[config.mk]
export PLATFORM = sky130hd
export DESIGN_NAME = rx_frame_deframer
export DESIGN_NICKNAME = d
export VERILOG_FILES = /design/src/rtl/rx_frame_pkg.sv /design/src/rtl/rx_frame_deframer_sat_counter.sv /design/src/rtl/rx_frame_deframer.sv
export SDC_FILE = /design/constraint.sdc
export NUM_CORES = 1
export LEC_CHECK = 0
export ABC_AREA = 0
export ABC_CLOCK_PERIOD_IN_PS = 5200
export BUFFER_PORTS_ARGS = -buffer_cell sky130_fd_sc_hd__buf_2
export CORE_ASPECT_RATIO = 0.7
export CORE_MARGIN = 2
export CORE_UTILIZATION = 57
export DETAILED_ROUTE_END_ITERATION = 12
export PLACE_DENSITY = 0.85
export SLEW_MARGIN = 20
export SYNTH_ARGS = -nofsm -noshare
export SYNTH_HDL_FRONTEND = slang
export SYNTH_SLANG_ARGS = --single-unit
export TNS_END_PERCENT = 50
[constraint.sdc]
create_clock -name clk_trans -period 5.2 [get_ports clk_trans]
set_input_delay 1.04 -clock clk_trans [delete_from_list [all_inputs] [get_ports clk_trans]]
set_output_delay 1.04 -clock clk_trans [all_outputs]
set_load 0.005 [all_outputs]
[src/rtl/rx_frame_pkg.sv]
// Shared constants and types for the RX frame deframer: marker words,
// FSM state encoding and error codes.
package rx_frame_pkg;

  localparam logic [15:0] DEF_HEADER_WORD = 16'hDEAD;
  localparam logic [15:0] DEF_ENDER_WORD  = 16'hBEEF;

  typedef enum logic [1:0] {
    ST_IDLE    = 2'd0,
    ST_TSTAMP  = 2'd1,
    ST_PAYLOAD = 2'd2,
    ST_ENDER   = 2'd3
  } state_t;

  localparam logic [1:0] ERR_NONE  = 2'd0;
  localparam logic [1:0] ERR_ENDER = 2'd1;
  localparam logic [1:0] ERR_LINK  = 2'd2;

endpackage

[src/rtl/rx_frame_deframer_sat_counter.sv]
// Saturating up-counter used for the good/bad frame statistics.
module sat_counter #(
  parameter int CNT_WIDTH = 16
) (
  input  logic                 clk,
  input  logic                 rst,
  input  logic                 inc,
  output logic [CNT_WIDTH-1:0] count
);

  always_ff @(posedge clk or posedge rst) begin
    if (rst)
      count <= '0;
    else if (inc && (count != {CNT_WIDTH{1'b1}}))
      count <= count + 1'b1;
  end

endmodule

[src/rtl/rx_frame_deframer.sv]
// Parses header/timestamp/payload/ender frames from one RX lane and emits the
// payload as a framed stream with one cycle of latency; all outputs registered.
//
// state      | meaning
// ST_IDLE    | hunting for a clean header word
// ST_TSTAMP  | next word is the frame timestamp
// ST_PAYLOAD | forwarding PAYLOAD_LEN payload words
// ST_ENDER   | checking the ender word, then back to idle
module rx_frame_deframer
  import rx_frame_pkg::*;
#(
  parameter logic [15:0] HEADER_WORD = DEF_HEADER_WORD,
  parameter logic [15:0] ENDER_WORD  = DEF_ENDER_WORD,
  parameter int          PAYLOAD_LEN = 125,
  parameter int          CNT_WIDTH   = 16
) (
  input  logic                 clk_trans,
  input  logic                 rst,
  input  logic [1:0]           rx_syncstatus,
  input  logic [1:0]           rx_datak,
  input  logic [15:0]          rx_parallel_data,
  output logic                 out_valid,
  output logic [15:0]          out_data,
  output logic                 out_sop,
  output logic                 out_eop,
  output logic [15:0]          out_timestamp,
  output logic                 out_abort,
  output logic                 frame_done,
  output logic                 frame_good,
  output logic [1:0]           err_code,
  output logic [CNT_WIDTH-1:0] good_frame_count,
  output logic [CNT_WIDTH-1:0] bad_frame_count
);

  localparam logic [7:0] LAST_IDX = 8'(PAYLOAD_LEN - 1);

  state_t      state, state_nxt;
  logic [7:0]  count, count_nxt;
  logic [15:0] ts_nxt, data_nxt;
  logic        valid_nxt, sop_nxt, eop_nxt, abort_nxt, done_nxt, good_nxt;
  logic [1:0]  err_nxt;
  logic        inc_good, inc_bad;
  logic        link_ok;

  assign link_ok = (rx_syncstatus == 2'b11) && (rx_datak == 2'b00);

  always_comb begin
    state_nxt = state;
    count_nxt = count;
    ts_nxt    = out_timestamp;
    data_nxt  = out_data;
    valid_nxt = 1'b0;
    sop_nxt   = 1'b0;
    eop_nxt   = 1'b0;
    abort_nxt = 1'b0;
    done_nxt  = 1'b0;
    good_nxt  = frame_good;
    err_nxt   = err_code;
    inc_good  = 1'b0;
    inc_bad   = 1'b0;

    case (state)
      ST_IDLE: begin
        if (link_ok && (rx_parallel_data == HEADER_WORD))
          state_nxt = ST_TSTAMP;
      end
      ST_TSTAMP: begin
        if (link_ok) begin
          ts_nxt    = rx_parallel_data;
          count_nxt = 8'd0;
          state_nxt = ST_PAYLOAD;
        end
      end
      ST_PAYLOAD: begin
        if (link_ok) begin
          valid_nxt = 1'b1;
          data_nxt  = rx_parallel_data;
          sop_nxt   = (count == 8'd0);
          eop_nxt   = (count == LAST_IDX);
          count_nxt = count + 8'd1;
          if (count == LAST_IDX)
            state_nxt = ST_ENDER;
        end
      end
      ST_ENDER: begin
        if (link_ok) begin
          done_nxt  = 1'b1;
          state_nxt = ST_IDLE;
          if (rx_parallel_data == ENDER_WORD) begin
            good_nxt = 1'b1;
            err_nxt  = ERR_NONE;
            inc_good = 1'b1;
          end else begin
            good_nxt = 1'b0;
            err_nxt  = ERR_ENDER;
            inc_bad  = 1'b1;
          end
        end
      end
      default: state_nxt = ST_IDLE;
    endcase

    // Link loss anywhere inside a frame abandons it; no eop is ever issued.
    if ((state != ST_IDLE) && !link_ok) begin
      abort_nxt = 1'b1;
      good_nxt  = 1'b0;
      err_nxt   = ERR_LINK;
      inc_bad   = 1'b1;
      state_nxt = ST_IDLE;
    end
  end

  always_ff @(posedge clk_trans or posedge rst) begin
    if (rst) begin
      state         <= ST_IDLE;
      count         <= 8'd0;
      out_valid     <= 1'b0;
      out_data      <= 16'd0;
      out_sop       <= 1'b0;
      out_eop       <= 1'b0;
      out_timestamp <= 16'd0;
      out_abort     <= 1'b0;
      frame_done    <= 1'b0;
      frame_good    <= 1'b0;
      err_code      <= ERR_NONE;
    end else begin
      state         <= state_nxt;
      count         <= count_nxt;
      out_valid     <= valid_nxt;
      out_data      <= data_nxt;
      out_sop       <= sop_nxt;
      out_eop       <= eop_nxt;
      out_timestamp <= ts_nxt;
      out_abort     <= abort_nxt;
      frame_done    <= done_nxt;
      frame_good    <= good_nxt;
      err_code      <= err_nxt;
    end
  end

  sat_counter #(.CNT_WIDTH(CNT_WIDTH)) u_good_cnt (
    .clk   (clk_trans),
    .rst   (rst),
    .inc   (inc_good),
    .count (good_frame_count)
  );

  sat_counter #(.CNT_WIDTH(CNT_WIDTH)) u_bad_cnt (
    .clk   (clk_trans),
    .rst   (rst),
    .inc   (inc_bad),
    .count (bad_frame_count)
  );

endmodule

**Yosys cells after proc, flatten, opt, wreduce, memory -nomap -nowiden**

Cells that the tools add are included.

- Flip-flop bits (word level): 82
- Latch bits: 0
- Bits in writable memories: 0
- Memory bits (read-only): 0
- Input bits: 22
- Output and inout bits: 72
- Word-level logic and storage cells: 82
- Memories kept: 0

- $add $sub $neg: 3
- $mul: 0
- Div/mod/pow operators: 0
- $lt $le $gt $ge: 0
- Eq/ne operators: 16
- Shift-type cells: 0
- Multiplexer cells: 32
- Bitwise logic cells: 0
- Reductions and logical operators: 18

Operator list:

| operator | count |
|---|---|
| $add A16 B1 Y16 const B | 2 |
| $eq A16 B16 Y1 const B | 2 |
| $ne A16 B16 Y1 const B | 2 |
| $mux W1 | 19 |
| $mux W2 | 9 |
| $mux W8 | 2 |
| $pmux W8 S2 | 1 |
| $ne A3 B3 Y1 const B | 5 |
| $add A8 B1 Y8 const B | 1 |
| $eq A8 B7 Y1 const B | 1 |
| $logic_not A8 Y1 | 1 |
| $pmux W2 S4 | 1 |
| $reduce_bool A2 Y1 | 4 |
| $eq A2 B2 Y1 const B | 3 |
| $reduce_and A2 Y1 | 3 |
| $logic_and A1 B1 Y1 | 5 |
| $reduce_and A5 Y1 | 1 |
| $logic_not A2 Y1 | 2 |
| $ne A2 B2 Y1 const B | 2 |
| $reduce_and A3 Y1 | 1 |
| $eq A2 B1 Y1 const B | 1 |
| $logic_not A1 Y1 | 1 |

**Depth between registers and ports, before layout**

- Word-level depth: 6
- Gate-level depth with buffers: 8
- Gate-level depth less buffers: 6

**By module**

Synthesis repeated with hierarchy kept, for this count alone.

- Cells, all modules: 307
- Area, all modules: 3,764.9 um2

Modules (own cells, without submodules):

| module | times used | cells each | area each (um2) | seq. area each (um2) |
|---|---|---|---|---|
| rx_frame_deframer | 1 | 165 | 2,153.3 | 1,251.2 |
| sat_counter | 2 | 71 | 805.8 | 400.4 |

**Worst setup path before layout**

OpenSTA, ideal clock, no wires.

- Path type: input to register
- Start: in rx_datak[0]
- End: reg u_bad_cnt.count[11]
- Library setup time: 125 ps
- Arrival time: 2,217 ps
- Data required time: 5,075 ps
- Slack: 2,858 ps
- Cell stages on the path: 8
- Path buffers: 3
- Path through: and4bb_1 > buf_6 > or2_1 > buf_6 > o21ai_4 > buf_12 > nand3_2 > xnor2_2

- Cells in the longest elaborated chain, start to end: 6
- Elaborated cells on any way between the ends: 8
- Classes of those cells: 3 x mux; 5 x reduce/logical

RTL lines:

| element | RTL line | text |
|---|---|---|
| start: declaration | rx_frame_deframer.sv:20 | `input logic [1:0] rx_datak,` |
| $logic_not A2 Y1 * | rx_frame_deframer.sv:45 | `assign link_ok = (rx_syncstatus == 2'b11) && (rx_datak == 2'b00);` |
| $logic_and A1 B1 Y1 * | rx_frame_deframer.sv:45 |  |
| $mux W1 / $logic_not A1 Y1 (equally long branches) | rx_frame_deframer.sv:86, rx_frame_deframer.sv:104 |  |
| $mux W1 / $logic_and A1 B1 Y1 (equally long branches) | rx_frame_deframer.sv:62, rx_frame_deframer.sv:104 |  |
| $mux W1 * | rx_frame_deframer.sv:104 | `if ((state != ST_IDLE) && !link_ok) begin` |
| $logic_and A1 B1 Y1 * | rx_frame_deframer_sat_counter.sv:14 | `else if (inc && (count != {CNT_WIDTH{1'b1}}))` |
| end signal: assignment | rx_frame_deframer_sat_counter.sv:15 | `count <= count + 1'b1;` |
| end: declaration | rx_frame_deframer_sat_counter.sv:8 | `output logic [CNT_WIDTH-1:0] count` |

Mark *: on every way between the ends. The rest lies on a longest branch, timed or not.
A chain may end at the register's enable or synchronous reset.

**Worst setup path after layout**

- Start: in rx_datak[0]
- End: reg u_good_cnt.count[1]

- Cells in the longest elaborated chain, start to end: 5

RTL lines:

| element | RTL line | text |
|---|---|---|
| $logic_not A2 Y1 | rx_frame_deframer.sv:45 |  |
| $logic_and A1 B1 Y1 | rx_frame_deframer.sv:45 |  |
| $mux W1 | rx_frame_deframer.sv:86 | `if (link_ok) begin` |
| $mux W1 | rx_frame_deframer.sv:62 | `case (state)` |
| $logic_and A1 B1 Y1 | rx_frame_deframer_sat_counter.sv:14 |  |
| end signal: assignment | rx_frame_deframer_sat_counter.sv:15 |  |
| end: declaration | rx_frame_deframer_sat_counter.sv:8 |  |

No other way between the ends.

==> impl_metrics.json <==
{
  "clock.fmax_mhz": 381,
  "cts_inserted_buffers": 9,
  "required_ns": 5.43,
  "powerDensity_nw_per_um2": 407,
  "grt_use_total": 0.224,
  "p_seq_frac": 0.474,
  "post-cts-setup-buffers": 0,
  "min_period_ns": 2.62,
  "synth.cells.most_frequent": "82 x dfrtp_1, 33 x mux2_2, 24 x xnor2_1",
  "yosys.area.top_type": "dfrtp_1",
  "gr-total-overflow": 0,
  "clkTransAtPathRegs_ns": 0.07,
  "r2r_cells": 5,
  "worst_slack_ns": 2.58,
  "synth.distinct_cells": 52,
  "coreArea_um2": 6340,
  "ys_dominant_reg_cell": "dfrtp_1",
  "cts_tree": "done",
  "r2r-start": "u_good_cnt.count[0]",
  "synthTopCellsByArea": "dfrtp_1 54%, mux2_2 9.8%, xnor2_1 5.5%, ha_1 2.6%, nand4_1 2.0%",
  "critPathLaunchType": "input port",
  "hold_depth": 2,
  "hold_violations": 0,
  "drv_cap": 0,
  "hp-start": "err_code[1]",
  "cts.path.max_buffers": 2,
  "clk_latency_ns": 0.34,
  "finalInstanceArea_um2": 4530,
  "grt_pass1_vias": 2593,
  "antenna_found_initial": 0,
  "pre_cts_ws_ns": 2.24,
  "route.detailed.drc": 0,
  "gp_congestion": 0.799,
  "finalSetupViolations": 0,
  "crit_path_end_kind": "flip-flop",
  "wirelength_um": 7640,
  "power_switching_uw": 528,
  "synth_seq_cells": 82,
  "hold_buffers": 0,
  "cts-root-buf": "clkbuf_8",
  "finalPower_uw": 1840,
  "io_buffers": 93,
  "synth-edff-count": 0,
  "grt_pass1_wl_um": 12800,
  "post-route-util": 0.715,
  "slew_viol_final": 0,
  "die-area_um2": 7340,
  "period_share": 0.504,
  "syn_nets": 319,
  "power_frac_comb": 0.252,
  "hold_path_class": "flip-flop to flip-flop",
  "swShare": 0.287,
  "h-tree-depth": 3,
  "ys.warnings.count": 0,
  "synthCells": 289,
  "final.setup.tns_ns": 0,
  "clockPowerShare": 0.274,
  "grt_max_degree": 65,
  "crit_type": "input port to flip-flop",
  "yosysSeqAreaShare": 0.540,
  "diodes": 0,
  "dpl_cell_area_um2": 4310,
  "rsz0062_at_grt": "false",
  "synth.most_common_cell": "dfrtp_1",
  "wl_per_cell_um": 15.9,
  "start_util": 0.599,
  "cp_max_fo": 11,
  "vias": 2607,
  "nets": 415,
  "rows": 24,
  "cts.sink_count": 82,
  "hpwl_um": 5560,
  "postRouteAntennaNets": 0,
  "drive_gt1_frac": 0.429,
  "io_pins": 94,
  "synth-async-reset-ratio": 1.00,
  "drt_iter0_drc": 60,
  "netlist_area_um2": 3800,
  "via_per_inst": 5.43,
  "p_int_uw": 1310,
  "post_cts_resized": 0,
  "area.growth.synth_to_final_pct": 19.2,
  "p_leak_uw": 0.00237,
  "tightest_slew_ns": 0.788,
  "cp_data_arrival_time_ns": 2.85,
  "post_synth.cell_area_avg_um2": 13.1,
  "fin_skew_ns": 0.00581,
  "startpoint": "rx_datak[0]",
  "die_y_um": 72.3,
  "synth.top_cell.area_share": 0.540,
  "status": "complete, no violations",
  "max-slew-margin-rel": 0.475,
  "firstDrtPassIters": 4,
  "ir_drop_uv": 257,
  "die_w_um": 102
}
==> cell type report <==
class                   instances  area, µm²
flip-flops and latches         82       2050
fillers                       477       1810
multi-input cells             189       1640
repair buffers                 94        473
clock buffers                  13        159
well taps                      91        114
clock inverters                 2       60.1
inverters                       9       35.0
==> through the flow <==
| step | cells | hold slack (ns) |
|---|---|---|
| floorplan | 289 | 0.451 |
| global placement | 465 | 0.464 |
| detailed placement | 465 | 0.460 |
| CTS | 480 | 0.480 |
| global route | 480 | 0.513 |
| finish | 480 | 0.480 |
==> per-layer routing <==
| metal | track usage | wire length [µm] |
|---|---|---|
| met5 | 0 | 0 |
| met3 | 0.0732 | 479 |
| met4 | 0.0495 | 56 |
| met2 | 0.341 | 3500 |
| met1 | 0.318 | 3600 |
==> sequential cells by signal, indices dropped and copies added (netlist names) <==
| register | count |
|---|---|
| count | 8 |
| err_code | 2 |
| frame_done | 1 |
| frame_good | 1 |
| out_abort | 1 |
| out_data | 16 |
| out_eop | 1 |
| out_sop | 1 |
| out_timestamp | 16 |
| out_valid | 1 |
| state | 2 |
| u_bad_cnt.count | 16 |
| u_good_cnt.count | 16 |
==> placed cells by master, fill, tap and decap left out, types with 3 or more instances in the layout <==
cell	count
xnor2_1	24
nor2_1	4
and3_1	8
xnor2_2	3
a21oi_1	3
and2_1	4
mux2_2	33
nand3_1	11
o21ai_0	6
and4_4	4
nand3_2	5
and4_1	7
a22o_1	3
nand2_1	15
nand4_1	12
buf_2	93
clkbuf_8	11
and4b_1	3
dfrtp_1	82
nand2_4	3
inv_1	8
ha_1	8
==> worst max-delay path, stage by stage <==
cell      delay (ns)
buf_2           0.09
and4bb_1        0.48
nand2_4         0.16
a211oi_2        0.66
mux2_2          0.41
==> power groups by stage <==
stage | Combinational, µW | Sequential, µW | Clock [µW]
finish | 464 | 873 | 504
CTS | 469 | 874 | 512
global placement | 450 | 877 | 0
global route | 508 | 894 | 542
floorplan | 284 | 886 | 0
detailed placement | 464 | 883 | 0
==> cells by family (layout without fill, tap and decap cells) <==
| logic type | after synthesis | after routing | synth area share |
|---|---|---|---|
| AND/OR/NAND/NOR | 92 | 92 | 0.168 |
| flip-flops | 82 | 82 | 0.540 |
| multiplexers | 37 | 37 | 0.109 |
| XOR/XNOR | 29 | 29 | 0.0728 |
| AO/OA/AOI/OAI | 23 | 23 | 0.0544 |
| buffers and inverters | 18 | 118 | 0.0290 |
| adder cells (fa/ha/maj) | 8 | 8 | 0.0264 |
==> final timing paths <==
path | endpoint | slack, ns
max | u_good_cnt.count[1] | 2.58
min | err_code[1] | 0.48
max reg2reg | u_good_cnt.count[1] | 2.97
min reg2reg | err_code[1] | 0.48
max in group asynchronous | out_timestamp[7] | 3.47
min in group asynchronous | u_bad_cnt.count[5] | 0.64
(Power assumes the default switching activity.)
